`src/rtl/semaforo_pkg.sv`:
```
// Shared constants for the traffic-light controller: system clock rate and
// the day/night detector state encoding.
package semaforo_pkg;

    localparam int unsigned CLK_FREQ_HZ = 50_000_000;

    typedef enum logic [1:0] {
        DIA      = 2'b00,
        A_NOCHE  = 2'b01,
        NOCHE_ST = 2'b10,
        A_DIA    = 2'b11
    } estado_t;

endpackage

```
`src/rtl/divisor_tick.sv`:
```
// Free-running divider: TICK is high for one CLK every DIV cycles, on the
// cycle the counter reaches DIV-1.
module divisor_tick #(
    parameter int unsigned DIV = 50_000
) (
    input  logic CLK,
    input  logic RST,
    output logic TICK
);

    localparam int unsigned CNT_W = (DIV > 1) ? $clog2(DIV) : 1;
    localparam logic [CNT_W-1:0] CNT_LAST = CNT_W'(DIV - 1);

    logic [CNT_W-1:0] cnt_q;

    assign TICK = (cnt_q == CNT_LAST);

    always_ff @(posedge CLK) begin
        if (RST) begin
            cnt_q <= '0;
        end else if (TICK) begin
            cnt_q <= '0;
        end else begin
            cnt_q <= cnt_q + 1'b1;
        end
    end

endmodule

```
`src/rtl/detector_noche.sv`:
```
// Day/night detector: synchronises the photoresistor, integrates it on a slow
// tick and commits NOCHE changes only after a hysteresis-qualified hold time.
module detector_noche
    import semaforo_pkg::*;
#(
    parameter int unsigned SAMPLE_DIV   = 50_000,
    parameter int unsigned INT_W        = 8,
    parameter int unsigned HI_TH        = 192,
    parameter int unsigned LO_TH        = 64,
    parameter int unsigned HOLD_SAMPLES = 2000
) (
    input  logic             CLK,
    input  logic             RST,
    input  logic             FOTORES,
    output logic             NOCHE,
    output logic             CAMBIO,
    output logic [1:0]       ESTADO,
    output logic [INT_W-1:0] NIVEL
);

    localparam int unsigned HOLD_W = (HOLD_SAMPLES > 1) ? $clog2(HOLD_SAMPLES) : 1;
    localparam logic [HOLD_W-1:0] HOLD_LAST = HOLD_W'(HOLD_SAMPLES - 1);
    localparam logic [INT_W-1:0]  INT_MAX   = '1;
    localparam logic [INT_W-1:0]  HI_LVL    = INT_W'(HI_TH);
    localparam logic [INT_W-1:0]  LO_LVL    = INT_W'(LO_TH);

    logic              fot_meta;
    logic              fot_s;
    logic              tick;
    logic [INT_W-1:0]  nivel_q, nivel_d;
    estado_t           estado_q, estado_d;
    logic [HOLD_W-1:0] hold_q, hold_d;
    logic              noche_q, noche_d;
    logic              cambio_q;

    divisor_tick #(
        .DIV (SAMPLE_DIV)
    ) u_divisor_tick (
        .CLK  (CLK),
        .RST  (RST),
        .TICK (tick)
    );

    // Saturating up/down integrator, stepped once per sample tick.
    always_comb begin
        nivel_d = nivel_q;
        if (tick) begin
            if (fot_s && (nivel_q != INT_MAX)) begin
                nivel_d = nivel_q + 1'b1;
            end else if (!fot_s && (nivel_q != '0)) begin
                nivel_d = nivel_q - 1'b1;
            end
        end
    end

    // FSM judges the level registered before this tick's integrator update.
    always_comb begin
        estado_d = estado_q;
        hold_d   = hold_q;
        noche_d  = noche_q;
        if (tick) begin
            unique case (estado_q)
                DIA: begin
                    if (nivel_q >= HI_LVL) begin
                        estado_d = A_NOCHE;
                        hold_d   = '0;
                    end
                end
                A_NOCHE: begin
                    if (nivel_q < HI_LVL) begin
                        estado_d = DIA;
                    end else if (hold_q == HOLD_LAST) begin
                        estado_d = NOCHE_ST;
                        noche_d  = 1'b1;
                    end else begin
                        hold_d = hold_q + 1'b1;
                    end
                end
                NOCHE_ST: begin
                    if (nivel_q <= LO_LVL) begin
                        estado_d = A_DIA;
                        hold_d   = '0;
                    end
                end
                A_DIA: begin
                    if (nivel_q > LO_LVL) begin
                        estado_d = NOCHE_ST;
                    end else if (hold_q == HOLD_LAST) begin
                        estado_d = DIA;
                        noche_d  = 1'b0;
                    end else begin
                        hold_d = hold_q + 1'b1;
                    end
                end
                default: estado_d = DIA;
            endcase
        end
    end

    always_ff @(posedge CLK) begin
        if (RST) begin
            fot_meta <= 1'b0;
            fot_s    <= 1'b0;
            nivel_q  <= '0;
            estado_q <= DIA;
            hold_q   <= '0;
            noche_q  <= 1'b0;
            cambio_q <= 1'b0;
        end else begin
            fot_meta <= FOTORES;
            fot_s    <= fot_meta;
            nivel_q  <= nivel_d;
            estado_q <= estado_d;
            hold_q   <= hold_d;
            noche_q  <= noche_d;
            cambio_q <= noche_d ^ noche_q;
        end
    end

    assign NOCHE  = noche_q;
    assign CAMBIO = cambio_q;
    assign ESTADO = estado_q;
    assign NIVEL  = nivel_q;

endmodule

```
`config.mk`:
```
export PLATFORM = sky130hd
export DESIGN_NAME = detector_noche
export DESIGN_NICKNAME = d
export VERILOG_FILES = /design/src/rtl/semaforo_pkg.sv /design/src/rtl/divisor_tick.sv /design/src/rtl/detector_noche.sv
export SDC_FILE = /design/constraint.sdc
export NUM_CORES = 1
export LEC_CHECK = 0
export BUFFER_PORTS_ARGS = -buffer_cell sky130_fd_sc_hd__buf_2
export CAP_MARGIN = 20
export CORE_MARGIN = 4
export CORE_UTILIZATION = 54
export CTS_CLUSTER_SIZE = 28
export DETAILED_ROUTE_END_ITERATION = 7
export PLACE_DENSITY_LB_ADDON = 0.05
export SLEW_MARGIN = 25
export SYNTH_ARGS = -nofsm -noshare
export SYNTH_HDL_FRONTEND = slang
export SYNTH_SLANG_ARGS = --single-unit
```
`constraint.sdc`:
```
create_clock -name CLK -period 3.3 [get_ports CLK]
set_clock_uncertainty 0.2 [all_clocks]
set_input_delay 0.33 -clock CLK [delete_from_list [all_inputs] [get_ports CLK]]
set_output_delay 0.33 -clock CLK [all_outputs]
set_load 0.02 [all_outputs]
```
# Word level (Yosys, flattened, before mapping)
# Cells that the tools add are included.
[word_totals] reg_bits=41 output_inout_bits=12 wordCells=60 inputBits=3
[op_classes] reduce_logical=10 eq_ne=12 n_bitwise=1 muxes=21 order_cmp=4 n_addsub=4
[op_table] cell="11-bit 2-to-1 mux" n=5
[op_table] cell="11-bit one-hot mux with 4 select lines" n=1
[op_table] cell="16-bit by 1-bit adder with 16-bit output (second input constant)" n=1
[op_table] cell="16-bit == test (second input constant)" n=1
[op_table] cell="8-bit 2-to-1 mux" n=2
[op_table] cell="2-bit 2-to-1 mux" n=6
[op_table] cell="11-bit by 1-bit adder with 11-bit output (second input constant)" n=1
[op_table] cell="11-bit == test (second input constant)" n=1
[op_table] cell="5-bit AND reduction" n=2
[op_table] cell="8-bit by 1-bit adder with 8-bit output (second input constant)" n=1
[op_table] cell="8-bit >= comparator (second input constant)" n=1
[op_table] cell="8-bit by 7-bit > comparator with 1-bit output (second input constant)" n=1
[op_table] cell="8-bit by 7-bit <= comparator with 1-bit output (second input constant)" n=1
[op_table] cell="8-bit less-than comparator (second input constant)" n=1
[op_table] cell="2-bit inequality test (second input constant)" n=4
[op_table] cell="8-bit inequality test (second input constant)" n=1
[op_table] cell="2-bit one-hot mux with 4 select lines" n=1
[op_table] cell="8-bit nonzero test" n=1
[op_table] cell="8-bit by 1-bit subtractor with 8-bit output (second input constant)" n=1
[op_table] cell="3-bit inequality test (second input constant)" n=2
[op_table] cell="1-bit 2-to-1 mux" n=5
[op_table] cell="2-bit == test (second input constant)" n=2
[op_table] cell="2-bit by 1-bit == test with 1-bit output (second input constant)" n=1
[op_table] cell="1-bit logical AND" n=2
[op_table] cell="7 further kinds" n=7

# Logic depth before layout (Yosys ltp)
# Gate-level depths: netlist (run 1).
[logic_depth] ltp_word=6 mapped_depth=9 depth_no_buf=8

# Hierarchy
# From an unflattened synthesis (run 1), not the netlist that was laid out.
[hier_totals] hier_cells=258 hier_area_um2=2189.6
[modules_own_cells] module="detector_noche" seq_area_each_um2=500.5 area_each_um2=1478.9 n_inst=1 cells_per_inst=177
[modules_own_cells] module="divisor_tick" seq_area_each_um2=320.3 area_each_um2=710.7 n_inst=1 cells_per_inst=81

# Worst setup path before layout (run 1)
# Ideal clock, no wire load.
[synth_timing] path_type="reg2reg" start="reg nivel_q[6], in the netlist NIVEL[6]" end="reg nivel_q[6], in the netlist NIVEL[6]" t_arrival_ns=2.952 path_stages_with_launch=10 period_less_slack_ns=3.223 setup_slack_ns=0.077 path_cell_list="dfxtp_1 > clkbuf_1 > nand4_1 > o21ai_0 > fa_1 > a21o_1 > a21oi_1 > or4b_2 > a31o_2 > a21oi_1"
[synth_via] elab_chain_cells=4 elab_cells_between_ends=10 cone_classes="add/sub: 2; eq/ne: 1; mux: 2; reduce/logical: 5"
[synth_rtl] item="start, declared" line="detector_noche.sv:30" source="logic [INT_W-1:0] nivel_q, nivel_d;"
[synth_rtl] item="start signal, assigned" line="detector_noche.sv:112" source="nivel_q <= nivel_d;"
[synth_rtl] item="parallel branches: the longest is 4 deep, another holds 8-bit by 1-bit subtractor with 8-bit output"
# Several ways; the timed one is not identified. The select of a mux whose other input is x is not followed.
# A chain may end at the register's enable or synchronous reset.

# Worst setup path after layout (run 1)
# Ends and elaborated chain as after synthesis.

==> metrics, run 1 <==
Mapped Cells=248; FMAX=361 MHz; Clock Latency Late Sink=0.29 ns; Detail Route Antenna Nets=0; Iter 0 DRT Violations=96; commonest non-fill, non-tap cell in the layout=dfxtp_1; syn nets=260; clock slew at reported path FFs=0.08 ns; io pins=15; Yosys cell types=49; die width=71.6 um; CP endpoint kind=flop; Crit Path Class=flop to flop; post-route setup TNS=0 ns; post-synth top area cell=dfxtp_1; Hold WC Path Type=input pin to flop; power density over the cells=366 mW/mm^2; most frequent cells in the layout=dfxtp_1 (41), nor2_1 (32), a21oi_1 (15), xor2_1 (15), buf_2 (14); Synth Cell Area=0.00219 mm^2; total grt overflow=0; Layout area overhead=8.99%; FFs w/ async S/R, synth=0%; #FFs+latches synth=41; HPWL after detailed placement=2980 um; largest net degree at the start of global routing=18; maximum fanout along the worst path=11; average wire per standard cell=13.3 um; CTS sink cnt=41; EDFF count, synth=0; root buf cell=clkbuf_8; post-synthesis sequential area ratio=37.6%; Port-buffer cells=14; total CTS buffers=5; drt drc=0; Initial DRT Pass Iterations=4; max cap viols=0; Worst-Margin Slew=0.624 ns; final hold violation count=0; # setup viols final=0; full die area=0.00513 mm^2; cts hold-fix bufs=0; ant diodes=0; top_reg_cell synth=dfxtp_1; Yosys top cell area share=37.6%; Vias=1782; Max-slew headroom=58.4%; Resized cells post-CTS=0; cell row count=22; Max VDD drop=0.241 mV; Crit path arrival time=2.80 ns; setup bufs post-CTS=0; final worst path period share=84.0%; Total Routed Length=4130 um; core region area=0.00380 mm^2; Critical Path Start Type=flop; Final Util=62.7%; Yosys warning total=0; minimum clock period=2.77 ns; CP required=3.32 ns; filler cell count=352; fin. max-slew vios=0; CTS tree=done; synthesized area per cell=8.81 um^2; status=complete, no violations; chip height=71.6 um; initial antenna violation count=0; first-pass GRT wire length=7200 um; initial core utilization=57.5%; routed vias/inst=5.75; synth top area cells=dfxtp_1 (38%), xor2_1 (6.0%), nor2_1 (5.5%); GRT Total Usage=17.3%; Longest Clk Path Bufs=2; layout cell share with drive strength beyond 1=13.7%; unrepaired setup endpoints after global routing=false; Leakage=0.953 nW; H-tree lvl count=2; nets=273; GP Congestion=0.790; vias in the first global route=1662
[path summary, 6_finish.rpt]
kind / from / to / slack [ns] / depth (start not counted)
worst max-delay path: NIVEL[6] / NIVEL[6] / 0.53 / 9
worst min-delay path: FOTORES / fot_meta / 0.06 / 2
worst max register to register: NIVEL[6] / NIVEL[6] / 0.53 / 9
worst min register to register: fot_meta / fot_s / 0.24 / 1
[cell families after synthesis]
| logic type | synth area share, % |
|---|---|
| AO/OA/AOI/OAI | 15.0 |
| XOR/XNOR | 8.41 |
| adder cells (fa/ha/maj) | 5.50 |
| buffers and inverters | 3.43 |
| flip-flops | 37.6 |
| multiplexers | 3.26 |
| AND/OR/NAND/NOR | 26.8 |
[cells in the mapped netlist, types with 3 or more instances]
master	number
inv_1	10
o21ai_0	9
nor3_1	6
and4_1	3
ha_1	8
or3_1	8
xnor2_1	6
nand3_1	12
buf_2	3
mux2i_1	6
a21o_1	3
a21oi_1	15
nand2b_1	3
a211oi_1	4
nor2_1	32
clkbuf_1	6
nand4_1	7
dfxtp_1	41
xor2_1	15
nor2b_1	4
nand2_1	12
[state kept, by name, indices dropped and copies added (netlist names)]
| signal | cells |
|---|---|
| u_divisor_tick.cnt_q | 16 |
| hold_q | 11 |
| NIVEL | 8 |
| ESTADO | 2 |
| CAMBIO | 1 |
| NOCHE | 1 |
| fot_meta | 1 |
| fot_s | 1 |
[per-stage QoR]
stage	hold slack (ns)	setup WS [ns]	power (mW)	cell area, um^2	cells
after floorplan	0.202	0.0775	0.534	2190	248
after global placement	0.222	0.678	0.541	2290	302
after detailed placement	0.225	0.575	0.541	2290	302
after CTS	0.0593	0.558	0.886	2380	310
after global routing	0.0655	0.289	0.911	2380	310
final	0.0589	0.527	0.873	2380	310
[layout make-up]
class,count,area (um^2),area share [%]
inverter,10,37.5,1.58
tap,48,60.1,2.52
clock buffer,6,82.6,3.47
timing repair buffer,15,77.6,3.26
sequential,41,821,34.5
clock inverter,2,13.8,0.578
multi-input combinational,188,1290,54.1
[where the power goes]
| group | switching [mW] | internal (mW) |
|---|---|---|
| Sequential | 0.00230 | 0.498 |
| Clock | 0.174 | 0.170 |
| Combinational | 0.0187 | 0.0101 |
| Total | 0.195 | 0.678 |
[critical path, stage by stage (launching register included)]
cell     delay (ns)
dfxtp_1        0.55
nand4_1        0.14
o21ai_0        0.18
buf_4          0.20
fa_1           0.21
a21o_1         0.13
a21oi_1        0.11
or4b_2         0.63
a31o_2         0.25
a21oi_1        0.12
[per-layer routing]
metal	GRT usage, %	wire (um)	vias to the layer above
met4	6.68	48	0
met1	23.5	2200	832
li1	-	-	927
met2	26.6	1750	17
met5	0	0	-
met3	3.79	123	6
(Power assumes the default switching activity.)
==> run 2, diff against run 1 <==
--- a/config.mk
+++ b/config.mk
@@ -5,10 +5,11 @@
 export SDC_FILE = /design/constraint.sdc
 export NUM_CORES = 1
 export LEC_CHECK = 0
+export ABC_AREA = 1
 export BUFFER_PORTS_ARGS = -buffer_cell sky130_fd_sc_hd__buf_2
 export CAP_MARGIN = 20
 export CORE_MARGIN = 4
-export CORE_UTILIZATION = 54
+export CORE_UTILIZATION = 55
 export CTS_CLUSTER_SIZE = 28
 export DETAILED_ROUTE_END_ITERATION = 7
 export PLACE_DENSITY_LB_ADDON = 0.05
==> constraint.sdc (replaced) <==
create_clock -name CLK -period 2.6 [get_ports CLK]
set_clock_uncertainty 0.2 [all_clocks]
set_input_delay 0.26 -clock CLK [delete_from_list [all_inputs] [get_ports CLK]]
set_output_delay 0.26 -clock CLK [all_outputs]
set_load 0.02 [all_outputs]
==> run 2 against run 1 <==
Power grew 30%. First-iteration DRC count up 36%. Clock-buffer cell count up 1. Via count up 29%. Sequential share of layout area fell by 3.6 points. Clock power grew 33%.
==> metrics, run 2 <==
root buf cell=clkbuf_8; Iter 0 DRT Violations=131; most frequent cell after synthesis=nand2_1; Clock Latency Late Sink=0.29 ns; Switching Share=21.7%; Layout area overhead=9.80%; Synth Cell Area=0.00243 mm^2; CTS tree=done; nets=399; Flop pwr share=56.1%; clock slew at reported path FFs=0.08 ns; post-synthesis sequential area ratio=33.8%; HPWL after detailed placement=3720 um; vias in the first global route=2107; CP peak stage delay=0.41 ns; setup bufs post-CTS=0; FFs w/ async S/R, synth=0%; filler cell count=375; core region area=0.00414 mm^2; FMAX=438 MHz; Longest Clk Path Bufs=2; Yosys warning total=0; CP dominant cell by count=nand2_1; GRT Total Usage=20.2%; full die area=0.00554 mm^2; die width=74.4 um; CP required=2.63 ns; commonest non-fill, non-tap cell in the layout=nand2_1; synthesized area per cell=6.59 um^2; Hold WC Path Type=input pin to flop; fin. max-slew vios=0; Crit Path Class=flop to flop; post-route setup TNS=0 ns; total grt overflow=0; final worst path period share=87.7%; drt drc=0; top_reg_cell synth=dfxtp_1; Yosys cell types=29; cell-internal power=0.888 mW; status=complete, no violations; Detail Route Antenna Nets=0; Vias=2297; most frequent cells in the layout=nand2_1 (90), nor2_1 (61), dfxtp_1 (41); Yosys top cell area share=33.8%; Max-slew headroom=63.8%; final hold violation count=0; total CTS buffers=5; syn nets=380; ant diodes=0; Seq. cell area=821 um^2; post-synth top area cell=dfxtp_1; Critical Path Start Type=flop; CTS sink cnt=41; layout cell share with drive strength beyond 1=9.02%; Clock Power Share=40.2%; max reg flops=16; first-pass GRT wire length=8880 um; H-tree lvl count=2; CP cell instances=nand2_1 > nor2_1 > nand2_1 > nand2_2 > ha_1 > a21oi_1 > o21a_1 > nand2_1 > nand2_1 > nand3_1 > nand2_1 > inv_1 > nor2_1; power share of the combinational group=3.7%; GP Congestion=0.850; initial antenna violation count=0; Crit path arrival time=2.31 ns; Mapped Cells=368; unrepaired setup endpoints after global routing=false; Max VDD drop=0.271 mV; minimum clock period=2.28 ns; average wire per standard cell=11.6 um; pre-CTS setup slack=0.218 ns; synth top area cells=dfxtp_1 (34%), nand2_1 (14%), nor2_1 (9.4%); routed vias/inst=5.24; Multi-input gate area=0.00143 mm^2; Switching Power=0.246 mW; Final WS setup=0.319 ns; Leakage=1.08 nW; maximum fanout along the worst path=9; # setup viols final=0; largest net degree at the start of global routing=17; initial core utilization=58.5%; slowest CP cell=dfxtp_1; CP endpoint kind=flop; Total Routed Length=5100 um; max cap viols=0; io pins=15; chip height=74.4 um; Synth top cells by count=nand2_1 (91), nor2_1 (61), dfxtp_1 (41), inv_1 (38), a21oi_1 (30); power density over the cells=426 mW/mm^2; Largest Register=u_divisor_tick.cnt_q; #FFs+latches synth=41; Worst-Margin Slew=0.540 ns; Initial DRT Pass Iterations=4; Port-buffer cells=14; cell row count=23; EDFF count, synth=0
## run 2: power by group through the flow
stage,registers [mW],clock network (mW),logic (mW)
after CTS,0.636,0.470,0.0420
after detailed placement,0.651,0,0.0407
after global placement,0.651,0,0.0399
final,0.636,0.456,0.0420
after floorplan,0.650,0,0.0290
after global routing,0.637,0.499,0.0485
## run 2: final cells by class
type                            count  share of cell area (%)
Inverter                           39                    5.50
Timing Repair Buffer               18                    3.85
Clock inverter                      1                   0.188
Tap cell                           50                    2.35
Multi-Input combinational cell    282                    53.7
Clock buffer                        7                    3.62
Sequential cell                    41                    30.8
## run 2: kinds of logic (layout without fill, tap and decap cells)
logic type	count (synthesis)	count (layout)	share of synthesized area [%]
xor+xnor	17	17	6.14
buf+inv	45	65	7.32
fa+ha+maj	9	9	4.95
compound gates	44	44	9.49
simple gates	212	212	38.3
flops	41	41	33.8
## run 2: critical path, delay by kind of cell (launching register included)
kind	cells	cell delay, ns
flops	1	0.41
fa+ha+maj	1	0.32
buf+inv	1	0.04
compound gates	2	0.39
simple gates	9	0.86
## run 2: layer usage
layer,track usage (%),vias up,share of wire [%],wire length (um)
met4,6.32,0,1.0,53
met5,0,-,0,0
met3,4.59,7,4.2,216
li1,-,1230,-,-
met1,26.0,1024,49,2510
met2,33.4,36,46,2320
## run 2: timing repair
action                                 in CTS  in global routing
endpoints found under the hold margin       1                  0
hold buffers                                1                  0
resized for setup                           0                  1
setup endpoints to repair                   0                  2
## run 2: per-stage QoR
step | hold slack [ns] | instance area (um^2) | instances | power, mW | utilization (%)
after floorplan | 0.129 | 2430 | 368 | 0.679 | -
after global placement | 0.191 | 2550 | 429 | 0.691 | 61.5
after detailed placement | 0.196 | 2550 | 429 | 0.691 | 61.5
after CTS | 0.159 | 2660 | 438 | 1.15 | 64.2
after global routing | 0.168 | 2660 | 438 | 1.18 | 64.3
final | 0.161 | 2660 | 438 | 1.13 | 64.3
## run 2: worst paths after layout
path	start	slack (ns)	endpoint	cells after the start
max	NIVEL[6]	0.32	NIVEL[7]	13
min	RST	0.16	hold_q[7]	3
max reg2reg	NIVEL[6]	0.32	NIVEL[7]	13
min reg2reg	fot_meta	0.21	fot_s	2
